$ cat config.mk
export PLATFORM = sky130hd
export DESIGN_NAME = beatmap_recorder_flat
export DESIGN_NICKNAME = d
export VERILOG_FILES = /design/src/rtl/beat_pkg.sv /design/src/rtl/beatmap_recorder_if.sv /design/src/rtl/note_tick_gen.sv /design/src/rtl/beatmap_recorder.sv /design/src/flat_wrapper.sv
export SDC_FILE = /design/constraint.sdc
export NUM_CORES = 1
export LEC_CHECK = 0
export CORE_MARGIN = 10
export CORE_UTILIZATION = 35
export CTS_BUF_LIST = sky130_fd_sc_hd__clkbuf_16
export DETAILED_ROUTE_END_ITERATION = 16
export PLACE_DENSITY = 0.65
export SLEW_MARGIN = 20
export SYNTH_ARGS = -nofsm -noshare
export SYNTH_HDL_FRONTEND = slang
export SYNTH_SLANG_ARGS = --single-unit
$ cat constraint.sdc
create_clock -name clk -period 3.7 [get_ports clk]
set_clock_uncertainty 0.05 [all_clocks]
set_input_delay 0.925 -clock clk [delete_from_list [all_inputs] [get_ports clk]]
set_output_delay 0.925 -clock clk [all_outputs]
set_load 0.03 [all_outputs]
$ cat src/rtl/beat_pkg.sv
// Shared note-lane definitions for the beatmap recorder, renderer and notes memory.
package beat_pkg;

  localparam int unsigned ADDR_W = 13;
  localparam int unsigned NOTE_W = 4;

  // Bit 3 is the leftmost lane, bit 0 the rightmost.
  localparam int unsigned LANE_L  = 3;
  localparam int unsigned LANE_ML = 2;
  localparam int unsigned LANE_MR = 1;
  localparam int unsigned LANE_R  = 0;

  typedef enum logic [1:0] {
    IDLE,
    COUNTIN,
    RECORD,
    DONE
  } state_t;

endpackage

$ cat src/rtl/beatmap_recorder_if.sv
// Key inputs, control pulses, notes-RAM write port and status of the beatmap recorder.
interface beatmap_recorder_if;
  import beat_pkg::*;

  logic [NOTE_W-1:0] keys;
  logic              start;
  logic              stop;
  logic              wr_en;
  logic [ADDR_W-1:0] wr_addr;
  logic [NOTE_W-1:0] wr_data;
  logic              recording;
  logic              done;
  logic [ADDR_W-1:0] length;

  modport master (
    input  keys, start, stop,
    output wr_en, wr_addr, wr_data, recording, done, length
  );

  modport slave (
    output keys, start, stop,
    input  wr_en, wr_addr, wr_data, recording, done, length
  );

endinterface

$ cat src/rtl/note_tick_gen.sv
// Free-running note-rate counter; tick is high for the last cycle of each interval.
module note_tick_gen #(
  parameter int unsigned TICK_CYCLES = 5000000
) (
  input  logic clk,
  input  logic resetn,
  input  logic restart,
  output logic tick
);

  localparam int unsigned CntW = (TICK_CYCLES > 1) ? $clog2(TICK_CYCLES) : 1;
  localparam logic [CntW-1:0] CntLast = CntW'(TICK_CYCLES - 1);

  logic [CntW-1:0] cnt_q, cnt_d;

  always_comb begin
    if (restart || cnt_q == CntLast) begin
      cnt_d = '0;
    end else begin
      cnt_d = cnt_q + 1'b1;
    end
  end

  always_ff @(posedge clk) begin
    if (!resetn) begin
      cnt_q <= '0;
    end else begin
      cnt_q <= cnt_d;
    end
  end

  assign tick = (cnt_q == CntLast);

endmodule

$ cat src/rtl/beatmap_recorder.sv
// Records synchronised lane presses into the notes RAM, one word per note tick.
// Optional count-in before recording is enabled by defining BEATMAP_COUNTIN_EN.
module beatmap_recorder
  import beat_pkg::*;
#(
  parameter int unsigned DEPTH         = 8192,
  parameter int unsigned TICK_CYCLES   = 5000000,
  parameter int unsigned COUNTIN_TICKS = 8
) (
  input logic                clk,
  input logic                resetn,
  beatmap_recorder_if.master bus
);

  if (DEPTH == 0 || DEPTH > 2 ** ADDR_W) begin : g_bad_depth
    $error("DEPTH must be in 1..2**ADDR_W");
  end
  if (COUNTIN_TICKS == 0) begin : g_bad_countin
    $error("COUNTIN_TICKS must be at least 1");
  end

  // One extra bit so a full take of 2**ADDR_W words is representable internally.
  localparam logic [ADDR_W:0] LenLast = (ADDR_W + 1)'(DEPTH - 1);

  state_t            state_q, state_d;
  logic [NOTE_W-1:0] sync_q, ks_q;
  logic [NOTE_W-1:0] sticky_q, sticky_d;
  logic [ADDR_W:0]   len_q, len_d;
  logic              wr_en_q, wr_en_d;
  logic [ADDR_W-1:0] wr_addr_q, wr_addr_d;
  logic [NOTE_W-1:0] wr_data_q, wr_data_d;
  logic              restart;
  logic              tick;

`ifdef BEATMAP_COUNTIN_EN
  localparam int unsigned CinW = $clog2(COUNTIN_TICKS + 1);
  localparam logic [CinW-1:0] CinLast = CinW'(COUNTIN_TICKS - 1);
  logic [CinW-1:0] cin_q, cin_d;
`endif

  note_tick_gen #(
    .TICK_CYCLES(TICK_CYCLES)
  ) u_tick (
    .clk    (clk),
    .resetn (resetn),
    .restart(restart),
    .tick   (tick)
  );

  always_comb begin
    state_d   = state_q;
    sticky_d  = sticky_q;
    len_d     = len_q;
    wr_en_d   = 1'b0;
    wr_addr_d = wr_addr_q;
    wr_data_d = wr_data_q;
    restart   = 1'b0;
`ifdef BEATMAP_COUNTIN_EN
    cin_d     = cin_q;
`endif
    unique case (state_q)
      IDLE, DONE: begin
        if (bus.start) begin
          restart  = 1'b1;
          len_d    = '0;
          sticky_d = '0;
`ifdef BEATMAP_COUNTIN_EN
          cin_d    = '0;
          state_d  = COUNTIN;
`else
          state_d  = RECORD;
`endif
        end
      end
`ifdef BEATMAP_COUNTIN_EN
      COUNTIN: begin
        sticky_d = '0;
        if (bus.stop) begin
          state_d = DONE;
        end else if (tick) begin
          if (cin_q == CinLast) begin
            state_d = RECORD;
          end else begin
            cin_d = cin_q + 1'b1;
          end
        end
      end
`endif
      RECORD: begin
        sticky_d = sticky_q | ks_q;
        if (tick) begin
          // The tick-cycle sample is folded into the word and sticky restarts empty.
          wr_en_d   = 1'b1;
          wr_addr_d = len_q[ADDR_W-1:0];
          wr_data_d = sticky_q | ks_q;
          len_d     = len_q + 1'b1;
          sticky_d  = '0;
          if (bus.stop || len_q == LenLast) begin
            state_d = DONE;
          end
        end else if (bus.stop) begin
          state_d = DONE;
        end
      end
      default: state_d = IDLE;
    endcase
  end

  always_ff @(posedge clk) begin
    if (!resetn) begin
      state_q   <= IDLE;
      sync_q    <= '0;
      ks_q      <= '0;
      sticky_q  <= '0;
      len_q     <= '0;
      wr_en_q   <= 1'b0;
      wr_addr_q <= '0;
      wr_data_q <= '0;
`ifdef BEATMAP_COUNTIN_EN
      cin_q     <= '0;
`endif
    end else begin
      state_q   <= state_d;
      sync_q    <= bus.keys;
      ks_q      <= sync_q;
      sticky_q  <= sticky_d;
      len_q     <= len_d;
      wr_en_q   <= wr_en_d;
      wr_addr_q <= wr_addr_d;
      wr_data_q <= wr_data_d;
`ifdef BEATMAP_COUNTIN_EN
      cin_q     <= cin_d;
`endif
    end
  end

  assign bus.wr_en     = wr_en_q;
  assign bus.wr_addr   = wr_addr_q;
  assign bus.wr_data   = wr_data_q;
  assign bus.recording = (state_q == RECORD) || (state_q == COUNTIN);
  assign bus.done      = (state_q == DONE);
  // A full 2**ADDR_W take cannot be shown in ADDR_W bits, so it reads as all-ones.
  assign bus.length    = len_q[ADDR_W] ? '1 : len_q[ADDR_W-1:0];

endmodule

$ cat src/flat_wrapper.sv
// flat-port wrapper written by rule: the top's interface ports become plain ports
module beatmap_recorder_flat import beat_pkg::*;
#(
  parameter int unsigned DEPTH         = 8192,
  parameter int unsigned TICK_CYCLES   = 5000000,
  parameter int unsigned COUNTIN_TICKS = 8
)
  (clk, resetn, bus_keys, bus_start, bus_stop, bus_wr_en, bus_wr_addr, bus_wr_data, bus_recording, bus_done, bus_length);
  beatmap_recorder_if bus_i ();
  input logic clk;
  input logic resetn;
  input wire logic [$bits(bus_i.keys)-1:0] bus_keys;
  input wire logic [$bits(bus_i.start)-1:0] bus_start;
  input wire logic [$bits(bus_i.stop)-1:0] bus_stop;
  output wire logic [$bits(bus_i.wr_en)-1:0] bus_wr_en;
  output wire logic [$bits(bus_i.wr_addr)-1:0] bus_wr_addr;
  output wire logic [$bits(bus_i.wr_data)-1:0] bus_wr_data;
  output wire logic [$bits(bus_i.recording)-1:0] bus_recording;
  output wire logic [$bits(bus_i.done)-1:0] bus_done;
  output wire logic [$bits(bus_i.length)-1:0] bus_length;
  assign bus_i.keys = bus_keys;
  assign bus_i.start = bus_start;
  assign bus_i.stop = bus_stop;
  assign bus_wr_en = bus_i.wr_en;
  assign bus_wr_addr = bus_i.wr_addr;
  assign bus_wr_data = bus_i.wr_data;
  assign bus_recording = bus_i.recording;
  assign bus_done = bus_i.done;
  assign bus_length = bus_i.length;
  beatmap_recorder #(.DEPTH(DEPTH), .TICK_CYCLES(TICK_CYCLES), .COUNTIN_TICKS(COUNTIN_TICKS)) u_core (.clk(clk), .resetn(resetn), .bus(bus_i));
endmodule
# Yosys cells after proc, flatten, opt, wreduce, memory -nomap -nowiden
# Cells that the tools add are included.
# word_totals
regBits,69
inputBits,8
output_inout_bits,33
wordCells,49
# classes
add_sub_neg,2
eq_ne,9
muxes,15
bitwise_logic,2
reduce_logical,12
# op_table
cell,n
2-to-1 mux 14 bit,2
one-hot mux 14 bit (2 select lines),1
adder 23 x 1 -> 23 bit (second input constant),1
== test 23 bit (second input constant),1
adder 14 x 1 -> 14 bit (second input constant),1
== test 14 x 13 -> 1 bit (second input constant),1
2-to-1 mux 13 bit,1
2-to-1 mux 2 bit,4
2-to-1 mux 4 bit,2
one-hot mux 4 bit (2 select lines),1
AND reduction 2 bit,3
AND reduction 3 bit,2
== test 2 bit (second input constant),2
OR 4 bit,1
one-hot mux 2 bit (2 select lines),1
OR reduction 2 bit,2
logical OR 1 bit,3
2-to-1 mux 1 bit,3
!= test 3 x 2 -> 1 bit (second input constant),1
!= test 3 bit (second input constant),1
== test 2 x 1 -> 1 bit (second input constant),1
logical NOT 2 bit,1
!= test 2 x 1 -> 1 bit (second input constant),1
!= test 2 bit (second input constant),1
2 further kinds,2

# Depth between registers and ports, before layout
# Gate-level depths: netlist (run 1).
# logic_depth
word_depth,5
depth_mapped,9
ltp_nobuf,7

# Cells and area by module
# Synthesis (run 1) repeated with hierarchy kept, for this count alone.
# unflattened
cells_unflattened,343
hier_area_um2,3007.9
# modules_own_cells
module,instances,cells_each,area_per_inst_um2,seq_area_each_um2
beatmap_recorder,1,219,1929.4,920.9
note_tick_gen,1,124,1078.5,460.4

# Worst setup path before layout (run 1)
# Ideal clock, no wire load.
# synth_path
path_type,input-to-reg
start,input port bus_start
end,register u_core.len_q[10]
setup_ns,0.091
t_arrival_ns,1.865
required_time_ns,3.559
path_slack_ns,1.694
cell_stages,6
n_path_buf,1
path_cell_list,nor2b_1 -> nor2_1 -> nand3_1 -> clkbuf_1 -> nand2_1 -> a311oi_1
# synth_via
elab_chain_len,2
# synth_lines
item,line,text
from (decl),flat_wrapper.sv:13,input wire logic [$bits(bus_i.start)-1:0] bus_start;
!= test 2 bit (no line),-,
AND reduction 3 bit (no line),-,
to (signal assigned),beatmap_recorder.sv:127,len_q <= len_d;
to (decl),beatmap_recorder.sv:28,"logic [ADDR_W:0] len_q, len_d;"
# No other way between the ends.
# A chain may end at the register's enable or synchronous reset.

# Worst setup path in the final report (run 1)
# layout_path
start,register u_core.state_q[0]
end,output port bus_recording
# layout_via
elab_chain_len,2
elab_cells_between_ends,3
cone_classes,eq/ne: 2; reduce/logical: 1
# layout_lines
item,line,text
from (decl),beatmap_recorder.sv:25,"state_t state_q, state_d;"
from (signal assigned),beatmap_recorder.sv:123,state_q <= state_d;
== test 2 bit / == test 2 x 1 -> 1 bit (equally long branches),beatmap_recorder.sv:140,assign bus.recording = (state_q == RECORD) || (state_q == COUNTIN);
logical OR 1 bit *,beatmap_recorder.sv:140,
to (decl),flat_wrapper.sv:18,output wire logic [$bits(bus_i.recording)-1:0] bus_recording;
# Every way passes the cells marked *; elsewhere a longest branch is shown, timed or not.

==> results.sh, run 1 <==
export IMPL_clock_sinks=69
export IMPL_max_cap_violations=0
export IMPL_route_antenna_remaining_nets=0
export IMPL_worst_setup_path_end_kind="primary output"
export IMPL_fraction_of_layout_cells_with_a_size_suffix_above_1=0.0918
export IMPL_dp_cells=495
export IMPL_grt_antenna_before_repair=0
export IMPL_worst_ep_required_time_ns=2.72
export IMPL_die_width_um=113
export IMPL_grt_util_all_layers=0.111
export IMPL_core_um2=8590
export IMPL_floorplan_initialDensity=0.356
export IMPL_seq_power_share=0.401
export IMPL_p_per_area_nw_per_um2=517
export IMPL_layout_min_cycle_time_ns=2.86
export IMPL_ctsLongestPathBuffers=2
export IMPL_postCtsHoldBufs=0
export IMPL_status="finished, final reports clean"
export IMPL_postSynthAreaPerCell_um2=8.31
export IMPL_final_cell_count_no_fill=511
export IMPL_routed_wirelength_um=7010
export IMPL_placementRows=34
export IMPL_critPathKind="flip-flop to primary output"
export IMPL_critPathLaunchType="flip-flop"
export IMPL_p_sw_frac=0.291
export IMPL_timing_final_max_slew_violations=0
export IMPL_floorplan_io_pins=41
export IMPL_fp_dieArea_um2=12900
export IMPL_cp_arrival_ns=1.89
export IMPL_number_of_remaining_drc_errors=0
export IMPL_worstPathBufferInverterCount=3
export IMPL_final_setup_viol_count=0
export IMPL_share_of_the_synthesized_area_in_the_top_cell_type=0.452
export IMPL_synthDominantAreaCellType="sky130_fd_sc_hd__dfxtp_1"
export IMPL_rsz_0062_raised_after_global_routing="no"
export IMPL_synth_area_leaders="sky130_fd_sc_hd__dfxtp_1 45%, sky130_fd_sc_hd__nand2_1 5.5%, sky130_fd_sc_hd__nor2_1 5.0%"
export IMPL_hold_viol=0
export IMPL_wl_per_cell_um=13.7
export IMPL_path_clk_slew_ns=0.06
export IMPL_vdd_drop_max_v=0.000229
export IMPL_global_route_overflow_total=0
export IMPL_grt_pass1_vias=2470
export IMPL_place_congestion=0.843
export IMPL_via_per_inst=5.10
export IMPL_timing_critical_path_mode_cell="sky130_fd_sc_hd__inv_1"
export IMPL_part_of_the_total_power_dissipated_in_the_clock_network=0.442
export IMPL_cts_resized=0
export IMPL_ys_seq_area_frac=0.452
export IMPL_crit_path_top_delay_cell="sky130_fd_sc_hd__clkdlybuf4s50_1"
export IMPL_mappedNetlistNets=382
export IMPL_p_leak_nw=1.32
export IMPL_finalSetupTns_ns=0
export IMPL_internal_mw=1.40
export IMPL_clock_insertion_delay_worst_skew_ns=0.33
export IMPL_final_period_utilization=0.773
export IMPL_place_detailed_hpwl_um=4900
export IMPL_yosysWarnings=0
export IMPL_num_antenna_cells=0
export IMPL_num_vias=2604
export IMPL_chipHeight_um=113
export IMPL_worst_path_dominant_cell_family="buffers and inverters"
export IMPL_cts_root_buf="sky130_fd_sc_hd__clkbuf_16"
export IMPL_synth_lib_cells_used_distinct=42
export IMPL_timing_hold_worst_class="flip-flop to flip-flop"
export IMPL_worst_slew_pin_transition_ns=0.911
export IMPL_synthesis_instances=368
export IMPL_yosys_register_bits=69
export IMPL_critical_path_max_stage_delay_ns=0.67
export IMPL_pwr_share_comb=0.157
export IMPL_numCtsBuffers=9
export IMPL_largest_net_degree_at_the_start_of_global_routing=30
export IMPL_timing_critical_path_cells="inv_1, ha_1, inv_1, clkdlybuf4s50_1"
export IMPL_max_freq_mhz=350
export IMPL_finalNetCount=412
export IMPL_flow_area_growth_from_synthesis_pct=24.9
export IMPL_path_max_fanout=5
export IMPL_cts_tree="yes"
export IMPL_switchingPower_uw=574
export IMPL_grt_pass1_wl_um=11900
export IMPL_relSlewSlack=0.392
export IMPL_cts_post_setup_buffers_inserted=0
export IMPL_drt_pass1_iterations=4
export IMPL_post_synth_instance_area_um2=3060
export IMPL_buffer_ports_inserted=40
export IMPL_detail_route_iter0_violations=125
export IMPL_cts_htree_levels=3
[through the flow]
step           hold slack [ns]  utilization  instance area, µm²  setup slack, ns  power [mW]
2_1_floorplan            0.362            -                3060             1.69        1.02
3_3_place_gp             0.366        0.409                3510            0.901        1.11
3_5_place_dp             0.369        0.409                3510            0.812        1.12
4_1_cts                  0.383        0.445                3820            0.823        2.00
5_1_grt                  0.405        0.445                3820            0.776        2.06
6_report                 0.382        0.445                3820            0.840        1.97
[flip-flops by register name, indices dropped and copies added (netlist names)]
signal / flops
u_core.len_q: 14
u_core.bus.wr_en: 1
u_core.sync_q: 4
u_core.bus.wr_addr: 13
u_core.ks_q: 4
u_core.sticky_q: 4
u_core.u_tick.cnt_q: 23
u_core.bus.wr_data: 4
u_core.state_q: 2
[routing by layer]
layer | GRT usage | part of all wire | vias to the layer above
li1 | - | - | 1329
met1 | 0.128 | 0.45 | 1210
met2 | 0.180 | 0.48 | 61
met3 | 0.0420 | 0.062 | 4
met4 | 0.0448 | 0.0059 | 0
met5 | 0 | 0 | -
[Yosys cell counts]
| library cell | instances |
|---|---|
| sky130_fd_sc_hd__nand3_1 | 18 |
| sky130_fd_sc_hd__or3b_2 | 1 |
| sky130_fd_sc_hd__nor4bb_1 | 1 |
| sky130_fd_sc_hd__or3_1 | 1 |
| sky130_fd_sc_hd__a21o_1 | 1 |
| sky130_fd_sc_hd__xor2_1 | 8 |
| sky130_fd_sc_hd__nor2_1 | 41 |
| sky130_fd_sc_hd__nor4_1 | 5 |
| sky130_fd_sc_hd__a21oi_1 | 28 |
| sky130_fd_sc_hd__nand4b_1 | 1 |
| sky130_fd_sc_hd__and2_1 | 10 |
| sky130_fd_sc_hd__xnor2_1 | 13 |
| sky130_fd_sc_hd__ha_1 | 6 |
| sky130_fd_sc_hd__o221a_2 | 2 |
| sky130_fd_sc_hd__nor4b_1 | 1 |
| sky130_fd_sc_hd__o21ai_0 | 5 |
| sky130_fd_sc_hd__o21a_1 | 1 |
| sky130_fd_sc_hd__buf_2 | 4 |
| sky130_fd_sc_hd__nand4_1 | 10 |
| sky130_fd_sc_hd__and3_1 | 6 |
| sky130_fd_sc_hd__clkbuf_2 | 1 |
| sky130_fd_sc_hd__or4_1 | 2 |
| sky130_fd_sc_hd__clkbuf_1 | 17 |
| sky130_fd_sc_hd__and4_1 | 4 |
| sky130_fd_sc_hd__nor3_1 | 19 |
| sky130_fd_sc_hd__o211ai_1 | 1 |
| sky130_fd_sc_hd__a311oi_1 | 5 |
| sky130_fd_sc_hd__nand2_1 | 45 |
| sky130_fd_sc_hd__nand3_2 | 1 |
| sky130_fd_sc_hd__nor4_4 | 1 |
| sky130_fd_sc_hd__nor2b_1 | 1 |
| sky130_fd_sc_hd__dfxtp_1 | 69 |
| sky130_fd_sc_hd__a41oi_1 | 2 |
| sky130_fd_sc_hd__a31oi_1 | 4 |
| sky130_fd_sc_hd__o221a_1 | 2 |
| sky130_fd_sc_hd__nor4_2 | 1 |
| sky130_fd_sc_hd__or2_2 | 13 |
| sky130_fd_sc_hd__inv_1 | 11 |
| sky130_fd_sc_hd__buf_4 | 1 |
| sky130_fd_sc_hd__nand3b_1 | 1 |
| sky130_fd_sc_hd__o31ai_1 | 2 |
| sky130_fd_sc_hd__nand2b_1 | 2 |
[final cells by class]
class,instances,area [µm²]
fill,835,4770
multi-input combinational,265,1540
sequential,69,1380
timing repair buffer,42,415
clock buffer,9,225
tap,108,135
clock inverter,7,82.6
inverter,11,41.3
[placed cells by master (no fill, tap or decap), types with 4 or more instances in the layout]
| cell | instances |
|---|---|
| sky130_fd_sc_hd__a21oi_1 | 28 |
| sky130_fd_sc_hd__a311oi_1 | 5 |
| sky130_fd_sc_hd__a31oi_1 | 4 |
| sky130_fd_sc_hd__and2_1 | 10 |
| sky130_fd_sc_hd__and3_1 | 6 |
| sky130_fd_sc_hd__and4_1 | 4 |
| sky130_fd_sc_hd__clkbuf_16 | 9 |
| sky130_fd_sc_hd__clkdlybuf4s50_1 | 40 |
| sky130_fd_sc_hd__dfxtp_1 | 69 |
| sky130_fd_sc_hd__ha_1 | 6 |
| sky130_fd_sc_hd__inv_1 | 11 |
| sky130_fd_sc_hd__nand2_1 | 45 |
| sky130_fd_sc_hd__nand3_1 | 18 |
| sky130_fd_sc_hd__nand4_1 | 10 |
| sky130_fd_sc_hd__nor2_1 | 41 |
| sky130_fd_sc_hd__nor3_1 | 19 |
| sky130_fd_sc_hd__nor4_1 | 5 |
| sky130_fd_sc_hd__o21ai_0 | 5 |
| sky130_fd_sc_hd__or2_2 | 13 |
| sky130_fd_sc_hd__xnor2_1 | 13 |
| sky130_fd_sc_hd__xor2_1 | 8 |
[power by group through the flow]
stage,clock network (mW),logic (mW),registers [mW]
2_1_floorplan,0,0.220,0.801
3_3_place_gp,0,0.303,0.805
3_5_place_dp,0,0.309,0.806
4_1_cts,0.899,0.310,0.790
5_1_grt,0.927,0.342,0.794
6_report,0.873,0.310,0.791
[worst paths after layout]
check                                       start                to  slack [ns]  cells past startpoint
worst max-delay path            u_core.state_q[0]     bus_recording        0.84                      4
worst max register to register  u_core.state_q[1]  u_core.len_q[13]        1.14                      6
worst min register to register   u_core.sync_q[2]    u_core.ks_q[2]        0.38                      1
worst min-delay path             u_core.sync_q[2]    u_core.ks_q[2]        0.38                      1
[cells by family (layout without fill, tap and decap cells)]
family                     count (synthesis)  after routing  synth area share
AOI/OAI and AO/OA                         53             53             0.109
xor gates and xnor gates                  21             21            0.0601
adders and majority gates                  6              6            0.0245
buffers and inverters                     34             69            0.0450
DFF                                       69             69             0.452
and+or+nand+nor                          185            185             0.309
Note: power is estimated with default switching activity, not from simulation.
==> run 2, diff against run 1 <==
==> constraint.sdc (replaced) <==
create_clock -name clk -period 2.7 [get_ports clk]
set_clock_uncertainty 0.05 [all_clocks]
set_input_delay 0.675 -clock clk [delete_from_list [all_inputs] [get_ports clk]]
set_output_delay 0.675 -clock clk [all_outputs]
set_load 0.03 [all_outputs]
==> results.sh, run 2 (synthesis results as in run 1) <==
export IMPL_buffer_ports_inserted=40
export IMPL_detail_route_iter0_violations=109
export IMPL_layout_min_cycle_time_ns=2.63
export IMPL_holdCritStartpoint="u_core.sync_q[3]"
export IMPL_cts_post_setup_buffers_inserted=0
export IMPL_cts_tree="yes"
export IMPL_placementRows=34
export IMPL_status="finished, final reports clean"
export IMPL_global_route_overflow_total=0
export IMPL_pwr_share_comb=0.155
export IMPL_commonest_non_fill_non_tap_cell_in_the_layout="sky130_fd_sc_hd__dfxtp_1"
export IMPL_die_width_um=113
export IMPL_core_um2=8590
export IMPL_p_leak_nw=1.36
export IMPL_numCtsBuffers=9
export IMPL_place_congestion=0.838
export IMPL_cp_arrival_ns=1.90
export IMPL_routed_wirelength_um=6970
export IMPL_p_per_area_nw_per_um2=725
export IMPL_timing_hold_worst_class="flip-flop to flip-flop"
export IMPL_postCtsHoldBufs=0
export IMPL_number_of_flip_flops_in_the_largest_register=23
export IMPL_timing_critical_path_cells="inv_1, ha_1, inv_1, clkdlybuf4s50_1"
export IMPL_number_of_remaining_drc_errors=0
export IMPL_top_register="u_core.u_tick.cnt_q"
export IMPL_flow_area_growth_from_synthesis_pct=27.0
export IMPL_clock_insertion_delay_worst_skew_ns=0.33
export IMPL_critPathKind="flip-flop to primary output"
export IMPL_cts_root_buf="sky130_fd_sc_hd__clkbuf_16"
export IMPL_crit_path_top_delay_cell="sky130_fd_sc_hd__clkdlybuf4s50_1"
export IMPL_num_fill_cells=863
export IMPL_grt_antenna_before_repair=0
export IMPL_timing_critical_path_mode_cell="sky130_fd_sc_hd__inv_1"
export IMPL_part_of_the_total_power_dissipated_in_the_clock_network=0.460
export IMPL_hold_viol=0
export IMPL_seq_power_share=0.385
export IMPL_hold_path_end="u_core.ks_q[3]"
export IMPL_r2r_path_end="u_core.len_q[13]"
export IMPL_switchingPower_uw=793
export IMPL_finalNetCount=418
export IMPL_p_sw_frac=0.282
export IMPL_place_detailed_hpwl_um=4870
export IMPL_mostFrequentLayoutCells="69 x sky130_fd_sc_hd__dfxtp_1, 45 x sky130_fd_sc_hd__nand2_1, 41 x sky130_fd_sc_hd__nor2_1"
export IMPL_path_clk_slew_ns=0.06
export IMPL_grt_pass1_wl_um=11700
export IMPL_relSlewSlack=0.636
export IMPL_route_antenna_remaining_nets=0
export IMPL_worst_setup_path_end_kind="primary output"
export IMPL_r2r_worst_path_cells=6
export IMPL_floorplan_io_pins=41
export IMPL_clock_sinks=69
export IMPL_largest_net_degree_at_the_start_of_global_routing=29
export IMPL_grt_pass1_vias=2502
export IMPL_num_antenna_cells=0
export IMPL_vdd_drop_max_v=0.000272
export IMPL_via_per_inst=5.03
export IMPL_ctsLongestPathBuffers=2
export IMPL_holdPathStages=1
export IMPL_max_cap_violations=0
export IMPL_wl_per_cell_um=13.5
export IMPL_finalSetupTns_ns=0
export IMPL_timing_final_max_slew_violations=0
export IMPL_internal_mw=2.02
export IMPL_final_setup_viol_count=0
export IMPL_rsz_0062_raised_after_global_routing="no"
export IMPL_fraction_of_layout_cells_with_a_size_suffix_above_1=0.105
export IMPL_chipHeight_um=113
export IMPL_critical_path_max_stage_delay_ns=0.67
export IMPL_cts_resized=0
export IMPL_power_total_mw=2.81
export IMPL_worst_ep_required_time_ns=1.98
export IMPL_num_vias=2598
export IMPL_fp_dieArea_um2=12900
export IMPL_crit_reg2reg_launch="u_core.u_tick.cnt_q[0]"
export IMPL_path_max_fanout=5
export IMPL_drt_pass1_iterations=5
export IMPL_cts_htree_levels=3
export IMPL_floorplan_initialDensity=0.356
export IMPL_critPathLaunchType="flip-flop"
export IMPL_max_freq_mhz=381
export IMPL_worst_slew_pin_transition_ns=0.541
export IMPL_final_period_utilization=0.972
export IMPL_r2r_setup_slack_ns=0.36
export IMPL_grt_util_all_layers=0.108
-- run 2: cell count changes in the layout (fill, tap and decap cells not counted), sizes merged --
| cell | delta |
|---|---|
| buf | +6 |
| bufinv | +1 |
| clkinv | -1 |
| clkinvlp | -1 |
| inv | +1 |
-- run 2: worst max-delay path: cells and delay by family (launching register included) --
kind | cells | cell delay, ns
DFF | 1 | 0.39
buffers and inverters | 3 | 0.83
adders and majority gates | 1 | 0.36
-- run 2: how the worst max path moves through the flow --
| stage | to | start | slack, ns | cells after the start |
|---|---|---|---|---|
| final | bus_recording | u_core.state_q[0] | 0.07 | 4 |
| after global routing | bus_recording | u_core.state_q[0] | 0.01 | 4 |
| after CTS | bus_recording | u_core.state_q[0] | 0.05 | 4 |
| after detailed placement | u_core.len_q[13] | bus_start | 0.22 | 6 |
| after global placement | u_core.len_q[13] | bus_start | 0.27 | 6 |
| after floorplan | u_core.len_q[5] | u_core.u_tick.cnt_q[0] | 0.71 | 7 |
-- run 2: final cells by class --
| type | count | area (µm²) | share of cell area |
|---|---|---|---|
| multi-input cells | 265 | 1540 | 0.396 |
| flip-flops and latches | 69 | 1380 | 0.356 |
| repair buffers | 48 | 460 | 0.119 |
| clock buffers | 9 | 225 | 0.0580 |
| well taps | 108 | 135 | 0.0348 |
| clock inverters | 7 | 103 | 0.0264 |
| inverters | 11 | 41.3 | 0.0106 |
-- run 2: per-stage QoR --
stage          area (µm²)  instances  hold WS [ns]  setup slack (ns)  utilization
2_1_floorplan        3060        368         0.362             0.708            -
3_3_place_gp         3560        501         0.365             0.267        0.414
3_5_place_dp         3560        501         0.374             0.215        0.414
4_1_cts              3880        517         0.390            0.0526        0.452
5_1_grt              3880        517         0.407            0.0114        0.452
6_report             3880        517         0.384            0.0746        0.452
-- run 2: metal layers --
metal,track usage,vias up,share of wire
met3,0.0299,9,0.065
met5,0,-,0
li1,-,1340,-
met4,0.0584,0,0.014
met1,0.131,1186,0.47
met2,0.168,63,0.45
-- run 2: power groups by stage --
stage | registers (mW) | clock network [mW] | logic [mW]
2_1_floorplan | 1.10 | 0 | 0.302
4_1_cts | 1.08 | 1.32 | 0.436
5_1_grt | 1.09 | 1.36 | 0.482
6_report | 1.08 | 1.29 | 0.437
3_5_place_dp | 1.10 | 0 | 0.434
3_3_place_gp | 1.10 | 0 | 0.431
==> run 3, diff against run 2 <==
--- a/config.mk
+++ b/config.mk
@@ -9,6 +9,7 @@
 export CORE_UTILIZATION = 35
 export CTS_BUF_LIST = sky130_fd_sc_hd__clkbuf_16
 export DETAILED_ROUTE_END_ITERATION = 16
+export GPL_ROUTABILITY_DRIVEN = 0
 export PLACE_DENSITY = 0.65
 export SLEW_MARGIN = 20
 export SYNTH_ARGS = -nofsm -noshare
==> results of run 3 <==
Same layout as run 2: the final DEF is identical, and so are final timing and power.
